$ cat config.mk
export PLATFORM = sky130hd
export DESIGN_NAME = move_queue
export DESIGN_NICKNAME = d
export VERILOG_FILES = /design/src/rtl/move_queue.sv
export SDC_FILE = /design/constraint.sdc
export NUM_CORES = 1
export LEC_CHECK = 0
export BUFFER_PORTS_ARGS = -buffer_cell sky130_fd_sc_hd__clkbuf_2
export CORE_UTILIZATION = 56
export CTS_CLUSTER_DIAMETER = 30
export DETAILED_ROUTE_END_ITERATION = 8
export GPL_TIMING_DRIVEN = 0
export PLACE_DENSITY_LB_ADDON = 0.15
export SLEW_MARGIN = 20
export SYNTH_ARGS = -nofsm -noshare
export SYNTH_HDL_FRONTEND = slang
export SYNTH_SLANG_ARGS = --single-unit
$ cat constraint.sdc
create_clock -name clk -period 9.45 [get_ports clk]
set_clock_uncertainty 0.1 [all_clocks]
set_input_delay 0.945 -clock clk [delete_from_list [all_inputs] [get_ports clk]]
set_output_delay 0.945 -clock clk [all_outputs]
set_load 0.005 [all_outputs]
$ cat src/rtl/move_queue.sv
// Purpose: 64-bit move-entry FIFO. Entries are written over Wishbone and drained by a pull/avail consumer.
// Latency: a pushed entry appears on mq_data/mq_avail one cycle after the push. Register reads are combinational and wb_ack_o is held at 1.
// Backpressure: a push while full is dropped and sets a sticky overflow flag, unless a pull is accepted in the same cycle.
// Option: define MOVE_QUEUE_STATS_EN to add a saturating accepted-push counter, readable at adr 3.
module move_queue #(
    parameter int DEPTH = 16
) (
    input  logic        clk,
    input  logic        rst,
    output logic [63:0] mq_data,
    output logic        mq_avail,
    input  logic        mq_pull,
    input  logic        wb_stb_i,
    input  logic        wb_cyc_i,
    input  logic        wb_we_i,
    input  logic [3:0]  wb_adr_i,
    input  logic [31:0] wb_dat_i,
    output logic [31:0] wb_dat_o,
    output logic        wb_ack_o
);
    localparam int AW = $clog2(DEPTH);
    localparam int LW = AW + 1;
    localparam logic [AW-1:0] PTR_ONE  = AW'(1);
    localparam logic [LW-1:0] LVL_ONE  = LW'(1);
    localparam logic [LW-1:0] LVL_FULL = LW'(DEPTH);

    logic [63:0]   mem_q [DEPTH];
    logic [AW-1:0] rd_ptr_q, rd_ptr_d;
    logic [AW-1:0] wr_ptr_q, wr_ptr_d;
    logic [LW-1:0] level_q, level_d;
    logic          ovf_q, ovf_d;
    logic [31:0]   staging_q, staging_d;

    logic wr_en, flush, clr_ovf, push_req, stage_wr;
    logic full, empty, pull_acc, push_acc;
    logic [15:0] stat_rd;

    // Bus write decode and push/pull acceptance
    always_comb begin
        wr_en    = wb_cyc_i && wb_stb_i && wb_we_i;
        stage_wr = wr_en && (wb_adr_i == 4'd0);
        push_req = wr_en && (wb_adr_i == 4'd1);
        flush    = wr_en && (wb_adr_i == 4'd2) && wb_dat_i[0];
        clr_ovf  = wr_en && (wb_adr_i == 4'd2) && wb_dat_i[1];
        full     = (level_q == LVL_FULL);
        empty    = (level_q == '0);
        pull_acc = mq_pull && !empty;
        // When full, a push is accepted only if the head frees a slot this cycle
        push_acc = push_req && (!full || pull_acc);
    end

    // Next-state for pointers, level, overflow flag and staging register; flush wins over push/pull
    always_comb begin
        rd_ptr_d  = rd_ptr_q;
        wr_ptr_d  = wr_ptr_q;
        level_d   = level_q;
        ovf_d     = ovf_q;
        staging_d = staging_q;
        if (flush) begin
            rd_ptr_d = '0;
            wr_ptr_d = '0;
            level_d  = '0;
        end else begin
            if (pull_acc) rd_ptr_d = rd_ptr_q + PTR_ONE;
            if (push_acc) wr_ptr_d = wr_ptr_q + PTR_ONE;
            case ({push_acc, pull_acc})
                2'b10:   level_d = level_q + LVL_ONE;
                2'b01:   level_d = level_q - LVL_ONE;
                default: level_d = level_q;
            endcase
        end
        if (clr_ovf)
            ovf_d = 1'b0;
        else if (push_req && !push_acc)
            ovf_d = 1'b1;
        if (stage_wr) staging_d = wb_dat_i;
    end

    // Control state registers
    always_ff @(posedge clk or negedge rst) begin
        if (!rst) begin
            rd_ptr_q  <= '0;
            wr_ptr_q  <= '0;
            level_q   <= '0;
            ovf_q     <= 1'b0;
            staging_q <= '0;
        end else begin
            rd_ptr_q  <= rd_ptr_d;
            wr_ptr_q  <= wr_ptr_d;
            level_q   <= level_d;
            ovf_q     <= ovf_d;
            staging_q <= staging_d;
        end
    end

    // Entry storage is not reset; level and pointers alone define validity
    always_ff @(posedge clk) begin
        if (push_acc && !flush) mem_q[wr_ptr_q] <= {wb_dat_i, staging_q};
    end

`ifdef MOVE_QUEUE_STATS_EN
    logic [15:0] stat_cnt_q, stat_cnt_d;

    // Accepted-push counter that saturates at 0xffff and is cleared by flush
    always_comb begin
        stat_cnt_d = stat_cnt_q;
        if (flush)
            stat_cnt_d = '0;
        else if (push_acc && (stat_cnt_q != 16'hffff))
            stat_cnt_d = stat_cnt_q + 16'd1;
    end

    // Counter register
    always_ff @(posedge clk or negedge rst) begin
        if (!rst) stat_cnt_q <= '0;
        else      stat_cnt_q <= stat_cnt_d;
    end

    assign stat_rd = stat_cnt_q;
`else
    assign stat_rd = '0;
`endif

    assign mq_avail = !empty;
    assign mq_data  = mem_q[rd_ptr_q];
    assign wb_ack_o = 1'b1;

    // Register read mux
    always_comb begin
        wb_dat_o = '0;
        case (wb_adr_i)
            4'd0: begin
                wb_dat_o[8:0] = 9'(level_q);
                wb_dat_o[16]  = full;
                wb_dat_o[17]  = empty;
                wb_dat_o[24]  = ovf_q;
            end
            4'd1:    wb_dat_o = staging_q;
            4'd3:    wb_dat_o = {16'h0000, stat_rd};
            default: wb_dat_o = '0;
        endcase
    end
endmodule

==> flow_metrics.py <==
metrics = {
    "synthesis": {
        "syn-num-nets": 1690,
        "synth_area_um2": 40800,
        "synth.area.top_cells": "edfxtp_1, mux4_2, dfrtp_1",
        "ys_seq_area_frac": 0.782,
        "syn_area_per_cell_um2": 24.8,
        "yosys_warnings": 0,
        "ys_ff_latch": 1070,
        "synth_top_area_share": 0.754,
        "synth_edf_count": 1024,
        "syn_inst": 1642,
        "synth_most_common_cell": "edfxtp_1",
        "synthArstFlopShare": 0.0430,
        "synth_common_cells": "edfxtp_1, mux4_2, dfrtp_1",
        "synth_cell_types": 47,
        "synth_top_area_cell": "edfxtp_1",
        "synth-main-ff-cell": "edfxtp_1",
    },
    "floorplan": {
        "dieWidth_um": 272,
        "die-area_um2": 73900,
        "core-area_um2": 71700,
        "initial_utilization": 0.568,
        "row_count": 98,
        "dieHeight_um": 272,
        "boundaryPins": 140,
    },
    "min_path": {
        "min_from": "wb_adr_i[1]",
        "hold_end": "ovf_q",
        "min_path_cells": 2,
        "hp-class": "in2reg",
    },
    "finish": {
        "final_nets": 2130,
        "drive_gt1_frac": 0.432,
        "area_growth_pct": 21.9,
        "nFillCells": 4267,
        "postLayoutCellArea_um2": 49700,
        "diodes": 0,
        "ff_latch_area_um2": 31900,
        "multi_input_area_um2": 8540,
    },
    "outcome": {
        "status": "complete, no violations",
    },
    "timing": {
        "setup_viol": 0,
        "min_period_over_period": 0.574,
        "rsz0062_at_grt": "no",
        "final_max_slew_viol_count": 0,
        "max_freq_ghz": 0.184,
        "holdWs_ps": 481,
        "period_minus_slack_ps": 5420,
        "final-hold-violation-count": 0,
        "tightestPinTransition_ps": 1150,
        "relSlewSlack": 0.234,
    },
    "critical_path": {
        "reg2reg_from": "level_q[2]",
        "ff2ff_setup_slack_ps": 5700,
        "worstReg2RegEnd": "mem_q[6][44]",
        "cp_cell_sequence": "clkbuf_1 -> clkbuf_1 -> clkbuf_1 -> mux4_2 -> mux4_2 -> clkbuf_2",
        "max_stage_delay_ps": 920,
        "cpMaxStageDelayCell": "clkbuf_1",
        "arrival_ps": 4380,
        "worstRegToRegCells": 10,
        "crit_type": "reg2out",
        "critical-path-top-cell-by-count": "clkbuf_1",
        "required_ps": 8410,
        "crit_path_end_kind": "output port",
        "crit_path_start": "rd_ptr_q[1]",
        "crit_fanout": 10,
        "crit_path_start_kind": "flip-flop",
    },
    "placement": {
        "dpl_cell_area_um2": 44000,
        "place_congestion": 0.755,
        "port_buffers": 138,
        "place.detailed.hpwl_mm": 63.6,
    },
    "global_route": {
        "grt_remaining_overflow": 0,
        "grt_max_degree": 35,
        "grt_first_pass_wirelength_mm": 144,
        "gr-usage-all-layers": 0.279,
        "grt_antenna_before_repair": 2,
        "grt_pass1_vias": 20800,
    },
    "clock_network": {
        "clk_latency_ps": 740,
        "clkTransAtPathRegs_ps": 50,
        "cts_root_buf": "clkbuf_16",
        "cts_sinks": 1070,
        "cts_tree": "yes",
        "post-cts-setup-buffer-count": 0,
        "cts-htree-levels": 4,
        "cts_buffer_depth": 3,
        "cts_buffers": 169,
    },
    "detailed_routing": {
        "drt_iter0_drc": 2161,
        "wl_per_cell_um": 31.3,
        "first_pass_iters": 5,
        "routed_wl_mm": 99.4,
        "vias": 20000,
        "antenna_left": 0,
        "drt-vias-per-instance": 6.31,
        "drc": 0,
    },
    "power_and_ir_drop": {
        "p_leak_nw": 16.8,
        "ir_worst_vdd_v": 0.000180,
        "powerDensity_nw_per_um2": 297,
    },
    "run": {
        "cap_viol_max_count": 0,
    },
}
==> placed cells by master (no fill, tap or decap), drive strengths merged, types with 9 or more instances in the layout <==
| cell | Yosys | layout |
|---|---|---|
| bufinv | 0 | 15 |
| and2 | 29 | 29 |
| nand2 | 9 | 9 |
| inv | 8 | 29 |
| clkinv | 0 | 65 |
| nor2 | 14 | 14 |
| buf | 50 | 180 |
| dfrtp | 46 | 46 |
| mux2 | 32 | 32 |
| mux4 | 320 | 320 |
| clkbuf | 36 | 369 |
| clkinvlp | 0 | 17 |
| edfxtp | 1024 | 1024 |
==> final cells by class <==
type	instances	area share
repair buffers	269	0.0399
clock buffers	195	0.0883
well taps	950	0.0239
clock inverters	118	0.0253
plain buffers	86	0.00806
multi-input cells	478	0.172
inverters	8	0.000604
flip-flops and latches	1070	0.642
==> power breakdown <==
part           switching, mW  leakage, nW  total (mW)  internal [mW]
logic                   1.68         4.15        3.32           1.65
registers              0.131         9.89        5.44           5.30
clock network           2.23         2.72        6.02           3.79
total                   4.04         16.8        14.8           10.7
==> how the worst max path moves through the flow <==
stage                     slack [ps]      endpoint  cells after the start
after floorplan                  680   mem_q[0][0]                      3
after global placement         -8530  mem_q[1][42]                      4
after CTS                       3950   mq_data[20]                      6
final                           4030   mq_data[20]                      6
after detailed placement        4720   mq_data[20]                      6
after global routing            3910   mq_data[20]                      6
==> stage by stage <==
step                std cells   util  total power, mW  setup slack, ps  setup TNS [ps]
finish                   3174  0.693             14.8             4030               0
global route             3174  0.693             15.3             3910               0
CTS                      3174  0.693             14.9             3950               0
detailed placement       2860  0.614             8.89             4720               0
global placement         2730  0.595             8.83            -8530        -3111890
floorplan                1642      -             7.65              678               0
==> logic make-up (layout without fill, tap and decap cells) <==
group,Yosys count,in the layout,share of synthesized area
compound gates,26,26,0.00528
xor+xnor,7,7,0.00150
fa+ha+maj,6,6,0.00184
buf+inv,94,676,0.0104
flops,1070,1070,0.782
mux,355,355,0.186
other cells,1,1,0.0000920
simple gates,83,83,0.0122
==> routing by layer <==
metal	routed length, µm	share of wire	track usage	up-vias
li1	-	-	-	8072
met2	50400	0.51	0.456	1029
met4	2450	0.025	0.0875	4
met1	38200	0.38	0.386	10800
met3	8240	0.083	0.0533	163
met5	103	0.0010	0.00899	-
==> state kept, by name, summed over array words and instances (netlist names) <==
register / count
mem_q: 1024
ovf_q: 1
level_q: 5
rd_ptr_q: 4
wr_ptr_q: 4
staging_q: 32
==> critical path, delay by kind of cell (launching register included) <==
family	cells	cell delay [ps]
flip-flops	1	340
buffers and inverters	4	2320
multiplexers	2	980
==> repair_timing <==
action | CTS | global route
resized for setup | 0 | 0
endpoints found under the hold margin | 11 | 0
hold buffers | 1 | 0
Power figures use the tool's default switching activity.
